**src/rtl/ponteh_multi_if.sv**
```systemverilog
// ponteh_multi_if: bus bundle for the multi-channel H-bridge PWM controller.
//   fr    : carrier advance enable
//   we    : register write strobe
//   rgt   : register select (bit 0: 0=duty, 1=dir; upper bits: channel)
//   vlr   : write data (dir uses vlr[1:0])
//   sh/sa : forward / reverse drive, one bit per channel
//   wrap  : one-cycle pulse on carrier wrap
// master drives the register port and fr; slave (the controller) drives the pins.
interface ponteh_multi_if #(
    parameter int N_CH = 2,
    parameter int PW   = 8
);
    localparam int RW = $clog2(N_CH) + 1;

    logic            fr;
    logic            we;
    logic [RW-1:0]   rgt;
    logic [PW-1:0]   vlr;
    logic [N_CH-1:0] sh;
    logic [N_CH-1:0] sa;
    logic            wrap;

    modport master (output fr, we, rgt, vlr, input sh, sa, wrap);
    modport slave  (input fr, we, rgt, vlr, output sh, sa, wrap);
endinterface

```
**src/rtl/ponteh_multi.sv**
```systemverilog
// ponteh_multi: N_CH-channel H-bridge PWM controller with a shared carrier.
// Ports:
//   clk   : system clock, rising edge
//   rst_n : asynchronous active-low reset
//   bus   : ponteh_multi_if.slave (fr, we, rgt, vlr in; sh, sa, wrap out)
// Parameters: N_CH channels (1..8), PW carrier bits (2..16), DT dead-time cycles (>=1).
// Optional feature macro: PONTEH_RAMP_EN (soft-start / soft-reversal duty ramp).
//
// Per-channel FSM:
//   state    | meaning
//   COAST    | sa=0 sh=0
//   FWD      | sh=pwm sa=0
//   REV      | sa=pwm sh=0
//   BRAKE    | sa=1 sh=1
//   DEAD     | sa=0 sh=0, dtc counts down to 0 before leaving
module ponteh_multi #(
    parameter int N_CH = 2,
    parameter int PW   = 8,
    parameter int DT   = 4
) (
    input  logic clk,
    input  logic rst_n,
    ponteh_multi_if.slave bus
);
    localparam int RW  = $clog2(N_CH) + 1;
    localparam int DTW = (DT > 1) ? $clog2(DT) : 1;
    localparam logic [PW-1:0] CNT_TOP = {{(PW-1){1'b1}}, 1'b0};

    typedef enum logic [2:0] {
        ST_COAST = 3'd0,
        ST_FWD   = 3'd1,
        ST_REV   = 3'd2,
        ST_BRAKE = 3'd3,
        ST_DEAD  = 3'd4
    } state_t;

    logic [PW-1:0]   cnt;
    logic [PW-1:0]   cnt_nxt;
    logic            wrap_tick;
    logic [RW-1:0]   wsel;
    wire  [N_CH-1:0] sh_nxt;
    wire  [N_CH-1:0] sa_nxt;

    assign wrap_tick = bus.fr && (cnt == CNT_TOP);
    assign wsel      = bus.rgt >> 1;

    always_comb begin
        cnt_nxt = cnt;
        if (wrap_tick)   cnt_nxt = '0;
        else if (bus.fr) cnt_nxt = cnt + 1'b1;
    end

    // Pins are registered from next-state values so that, after an edge,
    // they reflect the state and carrier position held by that edge.
    always_ff @(posedge clk or negedge rst_n) begin
        if (!rst_n) begin
            cnt      <= '0;
            bus.wrap <= 1'b0;
            bus.sh   <= '0;
            bus.sa   <= '0;
        end else begin
            cnt      <= cnt_nxt;
            bus.wrap <= wrap_tick;
            bus.sh   <= sh_nxt;
            bus.sa   <= sa_nxt;
        end
    end

    for (genvar i = 0; i < N_CH; i++) begin : g_ch
        logic [PW-1:0]  duty_sh;
        logic [PW-1:0]  duty_act;
        logic [PW-1:0]  duty_act_nxt;
        logic [1:0]     dir;
        logic [DTW-1:0] dtc;
        logic [DTW-1:0] dtc_nxt;
        state_t         st;
        state_t         st_nxt;
        state_t         dir_st;
        logic           sel_w;
        logic           pwm_nxt;

        assign sel_w = bus.we && (wsel == RW'(i));

        always_comb begin
            dir_st = ST_COAST;
            case (dir)
                2'b01:   dir_st = ST_FWD;
                2'b10:   dir_st = ST_REV;
                2'b11:   dir_st = ST_BRAKE;
                default: dir_st = ST_COAST;
            endcase
        end

        // Leaving FWD/REV always passes through DEAD; a dir change while in
        // DEAD does not reload dtc.
        always_comb begin
            st_nxt  = st;
            dtc_nxt = dtc;
            case (st)
                ST_FWD, ST_REV: begin
                    if (dir_st != st) begin
                        st_nxt  = ST_DEAD;
                        dtc_nxt = DTW'(DT - 1);
                    end
                end
                ST_DEAD: begin
                    if (dtc == '0) st_nxt  = dir_st;
                    else           dtc_nxt = dtc - 1'b1;
                end
                default: st_nxt = dir_st;
            endcase
        end

        always_comb begin
            duty_act_nxt = duty_act;
            if (wrap_tick) begin
`ifdef PONTEH_RAMP_EN
                if (duty_act < duty_sh)      duty_act_nxt = duty_act + 1'b1;
                else if (duty_act > duty_sh) duty_act_nxt = duty_act - 1'b1;
`else
                duty_act_nxt = duty_sh;
`endif
            end
`ifdef PONTEH_RAMP_EN
            // New direction restarts from zero duty.
            if ((st_nxt == ST_DEAD) && (st != ST_DEAD)) duty_act_nxt = '0;
`endif
        end

        assign pwm_nxt   = cnt_nxt < duty_act_nxt;
        assign sh_nxt[i] = (st_nxt == ST_BRAKE) || ((st_nxt == ST_FWD) && pwm_nxt);
        assign sa_nxt[i] = (st_nxt == ST_BRAKE) || ((st_nxt == ST_REV) && pwm_nxt);

        always_ff @(posedge clk or negedge rst_n) begin
            if (!rst_n) begin
                duty_sh  <= '0;
                duty_act <= '0;
                dir      <= 2'b00;
                dtc      <= '0;
                st       <= ST_COAST;
            end else begin
                if (sel_w && !bus.rgt[0]) duty_sh <= bus.vlr;
                if (sel_w &&  bus.rgt[0]) dir     <= bus.vlr[1:0];
                duty_act <= duty_act_nxt;
                dtc      <= dtc_nxt;
                st       <= st_nxt;
            end
        end
    end
endmodule

```
**src/flat_wrapper.sv**
```systemverilog
// flat-port wrapper written by rule: the top's interface ports become plain ports
module ponteh_multi_flat 
#(
    parameter int N_CH = 2,
    parameter int PW   = 8,
    parameter int DT   = 4
)
  (clk, rst_n, bus_fr, bus_we, bus_rgt, bus_vlr, bus_sh, bus_sa, bus_wrap);
  ponteh_multi_if #(.N_CH(N_CH), .PW(PW)) bus_i ();
  input  logic clk;
  input  logic rst_n;
  input wire logic [$bits(bus_i.fr)-1:0] bus_fr;
  input wire logic [$bits(bus_i.we)-1:0] bus_we;
  input wire logic [$bits(bus_i.rgt)-1:0] bus_rgt;
  input wire logic [$bits(bus_i.vlr)-1:0] bus_vlr;
  output wire logic [$bits(bus_i.sh)-1:0] bus_sh;
  output wire logic [$bits(bus_i.sa)-1:0] bus_sa;
  output wire logic [$bits(bus_i.wrap)-1:0] bus_wrap;
  assign bus_i.fr = bus_fr;
  assign bus_i.we = bus_we;
  assign bus_i.rgt = bus_rgt;
  assign bus_i.vlr = bus_vlr;
  assign bus_sh = bus_i.sh;
  assign bus_sa = bus_i.sa;
  assign bus_wrap = bus_i.wrap;
  ponteh_multi #(.N_CH(N_CH), .PW(PW), .DT(DT)) u_core (.clk(clk), .rst_n(rst_n), .bus(bus_i));
endmodule
```
**config.mk**
```make
export PLATFORM = sky130hd
export DESIGN_NAME = ponteh_multi_flat
export DESIGN_NICKNAME = d
export VERILOG_FILES = /design/src/rtl/ponteh_multi_if.sv /design/src/rtl/ponteh_multi.sv /design/src/flat_wrapper.sv
export SDC_FILE = /design/constraint.sdc
export NUM_CORES = 1
export LEC_CHECK = 0
export CAP_MARGIN = 20
export CORE_ASPECT_RATIO = 0.5
export CORE_UTILIZATION = 53
export DETAILED_ROUTE_END_ITERATION = 10
export PLACE_DENSITY = 0.75
export SYNTH_ARGS = -nofsm -noshare
export SYNTH_HDL_FRONTEND = slang
export SYNTH_SLANG_ARGS = --single-unit
```
**constraint.sdc**
```tcl
create_clock -name clk -period 2.35 [get_ports clk]
set_input_delay 0.47 -clock clk [delete_from_list [all_inputs] [get_ports clk]]
set_output_delay 0.47 -clock clk [all_outputs]
set_load 0.1 [all_outputs]
```
==> results.py, run 1 <==
metrics = {
    "timing": {
        "finalSetupViolCount": 4,
        "fin_ws_ps": -282,
        "finClkSkew_ps": 8.54,
        "finalCritPeriodShare_pct": 112,
        "tightest_slew_ps": 582,
        "maxSlewViolCount": 0,
        "fin_crit_ps": 2630,
        "hold_viol_final": 0,
        "holdWs_ps": 123,
        "max_freq_ghz": 0.380,
        "relSlewSlack_pct": 61.1,
        "rsz0062_at_grt": "true",
    },
    "cells_and_area": {
        "drive_gt1_share_pct": 43.4,
        "final_area_um2": 4100,
        "nets": 336,
        "n_fill_cell": 270,
        "final_cells": 379,
        "multi_input_area_um2": 1700,
        "regArea_um2": 1480,
        "syn_to_final_growth_pct": 39.2,
        "num_antenna_cells": 0,
    },
    "pwr": {
        "p_sw_mw": 1.76,
        "leakagePower_nw": 1.88,
        "seqPwrFrac_pct": 33.5,
        "powerDensity_nw_per_um2": 1090,
        "p_int_mw": 2.72,
        "peakVddDrop_mv": 0.745,
        "swShare_pct": 39.2,
        "combPwrFrac_pct": 43.2,
        "p_clk_share_pct": 23.3,
    },
    "placement": {
        "dp_hpwl_um": 4240,
        "dpl_cell_area_um2": 3450,
        "place.gp.congestion": 0.754,
        "port_buffers": 18,
        "dp_slack_ps": -676,
        "place_inst": 354,
    },
    "floorplanning": {
        "coreArea_um2": 5130,
        "dieArea_um2": 5880,
        "initial_core_util_pct": 57.4,
        "ios": 19,
        "die_y_um": 54.7,
        "row_count": 18,
        "die_w_um": 107,
    },
    "clock_network": {
        "root_buffer": "clkbuf_8",
        "cts.clk_slew.worst_paths_ps": 70,
        "cts_hold_repair.buffers": 0,
        "cts.htree.levels": 3,
        "cts_buffers": 9,
        "cts_buffer_depth": 2,
        "cts_tree": "done",
        "insertion_delay_ps": 340,
        "clkSinkCount": 59,
    },
    "worst_setup_path": {
        "critical_path.max_stage_delay_ps": 390,
        "cp.arrival_ps": 2840,
        "crit_path_top_delay_cell": "dfrtp_1",
        "crit_path_max_fanout": 7,
        "worstSetupPathType": "flip-flop to flip-flop",
        "required_ps": 2560,
        "critPathLaunchType": "flip-flop",
        "cp_cell_sequence": "inv_2 > ha_4 > nand4_1 > nor2_4 > buf_12 > buf_12 > mux2i_4 > ha_4 > and4_1 > nand4_1 > a221oi_2 > o41ai_2",
        "cp-end-kind": "flip-flop",
    },
    "outcome": {
        "violations": "negative setup slack",
        "outcome": "finished with violations",
    },
    "yosys": {
        "synth_most_common_cell": "dfrtp_1",
        "syn_area_um2": 2950,
        "synth_common_cells": "dfrtp_1 (59), mux2_2 (23), inv_1 (22)",
        "yosysTopAreaCellShare_pct": 50.1,
        "synth_fp_nets": 271,
        "ys_seq_elements": 59,
        "synth_cells": 239,
        "yosysWarnings": 0,
        "ys_types": 42,
        "synth_area_leaders": "dfrtp_1 (50%), mux2_2 (8.8%), ha_1 (7.6%)",
        "ys_seq_area_share_pct": 50.1,
        "synth_edf_count": 0,
        "postSynthAreaPerCell_um2": 12.3,
        "synth.largest_area_cell": "dfrtp_1",
        "ys.flop_type": "dfrtp_1",
        "async_reset_ff_share_pct": 100,
    },
    "route": {
        "first_iter_violations": 110,
        "final_antenna_net_count": 0,
        "drt_wl_total_um": 7140,
        "vias": 2165,
        "drc": 0,
        "viasPerCell": 5.71,
        "drt_pass1_iterations": 4,
        "routedWlPerCell_um": 18.8,
    },
    "worst_hold_path": {
        "hold_class": "input pin to asynchronous set/reset pin",
    },
    "global_routing": {
        "antenna_found_initial": 0,
        "grt_first_pass_wirelength_um": 10400,
        "grt_overflow_total": 0,
        "grt_pass1_vias": 2132,
        "grt_max_degree": 36,
        "grtUsageTotal_pct": 24.6,
    },
    "job": {
        "maxCapViolCount": 0,
    },
}
[layer usage]
layer / up-vias / routed length [um] / GRT usage, %
li1: 994 / - / -
met1: 1097 / 3070 / 31.2
met2: 60 / 3600 / 41.1
met3: 14 / 346 / 7.62
met4: 0 / 119 / 8.68
met5: - / 0 / 0
[sequential cells by signal (all words and copies together), names as in the netlist]
signal                count
u_core.g_ch.duty_sh      16
u_core.bus.sa             2
u_core.g_ch.dir           4
u_core.g_ch.dtc           4
u_core.bus.sh             2
u_core.g_ch.st            6
u_core.bus.wrap           1
u_core.cnt                8
u_core.g_ch.duty_act     16
[timing repair]
item | 4_1_cts | 5_1_grt
gates resized for setup | 20 | 34
endpoints found under the setup margin | 4 | 4
gates cloned | 1 | 0
pin swaps | 5 | 17
setup buffers | 1 | 8
[logic make-up after synthesis]
kind of cell | count (synthesis) | share of synthesized area (%)
muxes | 37 | 13.5
and+or+nand+nor | 62 | 14.5
AOI/OAI and AO/OA | 30 | 8.96
adders and majority gates | 18 | 7.64
buffers and inverters | 28 | 3.78
DFF | 59 | 50.1
xor gates and xnor gates | 5 | 1.49
[power by group through the flow]
| stage | clock network [mW] | registers [mW] | logic, mW |
|---|---|---|---|
| after global placement | 0 | 1.46 | 1.50 |
| after global routing | 1.11 | 1.53 | 2.09 |
| final | 1.04 | 1.50 | 1.94 |
| after detailed placement | 0 | 1.48 | 1.57 |
| after CTS | 1.05 | 1.48 | 1.67 |
| after floorplan | 0 | 1.61 | 0.965 |
[cell type report]
type / instances / share of cell area (%)
Clock buffer: 10 / 3.35
Clock inverter: 6 / 2.16
Inverter: 25 / 2.29
Multi-Input combinational cell: 152 / 41.4
Sequential cell: 59 / 36.0
Tap cell: 70 / 2.13
Timing Repair Buffer: 57 / 12.7
[metrics by stage]
step / utilization (%) / setup TNS [ps] / power (mW)
final: 79.9 / -1000 / 4.48
after global routing: 79.9 / -1310 / 4.72
after detailed placement: 67.3 / -2500 / 3.05
after global placement: 67.3 / -2080 / 2.96
after CTS: 74.6 / -805 / 4.20
after floorplan: - / -180 / 2.57
[path summary, 6_finish.rpt]
check / from / to / slack, ps / depth (start not counted)
setup / recovery: u_core.cnt[0] / u_core.bus.sa[0] / -280 / 12
max in group asynchronous: rst_n / u_core.g_ch[0].duty_act[5] / 1630 / 2
hold reg to reg: u_core.g_ch[1].dtc[1] / u_core.g_ch[1].dtc[1] / 500 / 1
hold / removal: rst_n / u_core.g_ch[1].st[2] / 120 / 1
min in group clk: u_core.g_ch[1].dtc[1] / u_core.g_ch[1].dtc[1] / 500 / 1
setup reg to reg: u_core.cnt[0] / u_core.bus.sa[0] / -280 / 12
[critical path, delay by kind of cell (launching register included)]
kind            cells  cell delay, ps
buf+inv             3             360
fa+ha+maj           2             290
simple gates        4             740
flops               1             390
compound gates      2             440
mux                 1             270
[cells in the final DEF (no fill, tap or decap), types with 4 or more instances in the layout]
| cell type | count |
|---|---|
| nand2b_1 | 4 |
| nand2_1 | 11 |
| buf_4 | 38 |
| nor2_2 | 4 |
| o21a_1 | 4 |
| ha_4 | 9 |
| ha_1 | 9 |
| dfrtp_1 | 59 |
| buf_12 | 5 |
| o41ai_2 | 4 |
| a21oi_1 | 4 |
| mux2i_4 | 13 |
| inv_1 | 21 |
| mux2_2 | 23 |
| clkdlybuf4s50_1 | 11 |
| nor2_1 | 6 |
| inv_2 | 4 |
| nand4_1 | 8 |
| clkbuf_8 | 10 |
Power figures use the tool's default switching activity.
==> run 2, diff against run 1 <==
PLACE_DENSITY = 0.76   (was 0.75)
REMOVE_ABC_BUFFERS = 1   (was unset)
==> results.py, run 2 (synthesis gave the netlist of run 1 again) <==
metrics = {
    "worst_setup_path": {
        "r2r_start": "u_core.cnt[0]",
        "critPathLaunchType": "input pin",
        "cp-end-kind": "flip-flop",
        "reg2reg_to": "u_core.bus.sh[0]",
        "r2r_setup_slack_ps": -360,
        "reg2regPathDepth": 12,
        "cp.arrival_ps": 2980,
        "required_ps": 2580,
        "crit_path_max_fanout": 7,
        "worstSetupPathType": "input pin to flip-flop",
    },
    "route": {
        "viasPerCell": 5.87,
        "drt_pass1_iterations": 5,
        "drt_wl_total_um": 7670,
        "drc": 0,
        "routedWlPerCell_um": 20.0,
        "vias": 2249,
        "final_antenna_net_count": 0,
        "first_iter_violations": 114,
    },
    "timing": {
        "finClkSkew_ps": 8.45,
        "fin_ws_ps": -395,
        "hold_viol_final": 0,
        "maxSlewViolCount": 0,
        "max_freq_ghz": 0.364,
        "finalSetupViolCount": 4,
        "fin_crit_ps": 2740,
        "fin_tns_setup_ps": -1300,
        "rsz0062_at_grt": "true",
        "relSlewSlack_pct": 59.7,
        "tightest_slew_ps": 603,
        "finalCritPeriodShare_pct": 117,
    },
    "cells_and_area": {
        "n_fill_cell": 291,
        "final_common_cell": "dfrtp_1",
        "nets": 340,
        "final_cells": 383,
        "final_cell_mix": "dfrtp_1 (59), buf_4 (41), mux2_2 (23)",
        "top_regs": "u_core.g_ch.duty_act (16), u_core.g_ch.duty_sh (16), u_core.cnt (8)",
        "num_antenna_cells": 0,
        "final_util_pct": 78.0,
        "drive_gt1_share_pct": 39.3,
        "syn_to_final_growth_pct": 35.9,
    },
    "floorplanning": {
        "initial_core_util_pct": 57.4,
        "coreArea_um2": 5130,
        "dieArea_um2": 5880,
        "die_w_um": 107,
        "die_y_um": 54.7,
        "ios": 19,
        "row_count": 18,
    },
    "placement": {
        "place.gp.congestion": 0.754,
        "dp_hpwl_um": 3950,
        "place_inst": 354,
        "port_buffers": 18,
    },
    "pwr": {
        "leakagePower_nw": 1.87,
        "powerDensity_nw_per_um2": 1100,
        "peakVddDrop_mv": 0.543,
    },
    "outcome": {
        "outcome": "finished with violations",
        "violations": "negative setup slack",
    },
    "clock_network": {
        "cts_buffers": 9,
        "cts.clk_slew.worst_paths_ps": 70,
        "cts.htree.levels": 3,
        "insertion_delay_ps": 340,
        "root_buffer": "clkbuf_8",
        "cts_buffer_depth": 2,
        "cts_tree": "done",
        "clkSinkCount": 59,
    },
    "global_routing": {
        "grtUsageTotal_pct": 24.7,
        "antenna_found_initial": 0,
        "grt_overflow_total": 0,
        "grt_max_degree": 60,
        "grt_first_pass_wirelength_um": 10300,
        "grt_pass1_vias": 2202,
    },
    "job": {
        "maxCapViolCount": 0,
    },
    "worst_hold_path": {
        "hold_class": "input pin to asynchronous set/reset pin",
    },
}
run 2: cell types whose count changed in the layout (fill, tap and decap cells not counted), sizes merged:
cell	previous run	this run
buf	45	49
clkinv	2	0
clkbuf	10	15
clkinvlp	2	0
bufinv	2	1
run 2: worst max-delay path by stage:
| stage | startpoint | end | slack, ps | depth (start not counted) |
|---|---|---|---|---|
| after floorplan | u_core.cnt[0] | u_core.bus.sa[0] | -580 | 10 |
| after global placement | bus_fr | u_core.bus.sa[1] | -630 | 11 |
| after detailed placement | bus_fr | u_core.bus.sa[1] | -710 | 11 |
| after CTS | u_core.cnt[0] | u_core.bus.sa[0] | -190 | 12 |
| after global routing | bus_fr | u_core.bus.sh[0] | -480 | 11 |
| final | bus_fr | u_core.bus.sh[0] | -390 | 11 |
run 2: final cells by class:
type | count | area, um2 | area share, %
Inverter | 25 | 93.8 | 2.34
Sequential cell | 59 | 1480 | 36.9
Clock inverter | 1 | 30.0 | 0.750
Timing Repair Buffer | 61 | 557 | 13.9
Multi-Input combinational cell | 152 | 1580 | 39.6
Tap cell | 70 | 87.6 | 2.19
Clock buffer | 15 | 176 | 4.40
run 2: per-layer routing:
metal | vias up | wire length (um) | part of all wire [%] | GRT usage, %
li1 | 995 | - | - | -
met4 | 0 | 326 | 4.3 | 10.7
met2 | 90 | 3930 | 51 | 45.3
met5 | - | 0 | 0 | 0
met3 | 36 | 500 | 6.5 | 6.90
met1 | 1128 | 2910 | 38 | 28.3
run 2: power breakdown:
| part | switching (mW) | internal [mW] | total, mW |
|---|---|---|---|
| combinational | 1.09 | 0.843 | 1.94 |
| clock | 0.393 | 0.579 | 0.971 |
| sequential | 0.268 | 1.24 | 1.51 |
run 2: metrics by stage:
step           cell area (um2)  total power, mW  setup slack (ps)  hold WS [ps]
3_5_place_dp              3430             3.05              -708           484
5_1_grt                   4010             4.64              -483           141
2_1_floorplan             2930             2.56              -583           174
4_1_cts                   3840             4.11              -187           139
3_3_place_gp              3430             2.96              -633           473
6_report                  4010             4.42              -395           119
run 2: worst max-delay path, cell delays in order:
cell	delay, ps
dlygate4sd2_1	350
and3_1	300
buf_4	140
nand2_1	60
xor2_1	180
nor2_1	310
ha_1	350
a21oi_1	240
nand2_1	110
a21o_1	240
o41ai_2	220
run 2: what timing repair did:
item,CTS,global route
hold buffers,0,0
endpoints found under the setup margin,4,4
endpoints found under the hold margin,0,0
cloned,1,0
pin swaps,13,9
buffers inserted,5,7
gates resized for setup,29,16
==> run 3, diff against run 2 <==
SKIP_LAST_GASP = 1   (was unset)
==> results of run 3 <==
Same layout as run 2: the final DEF is identical, and so are final timing and power.
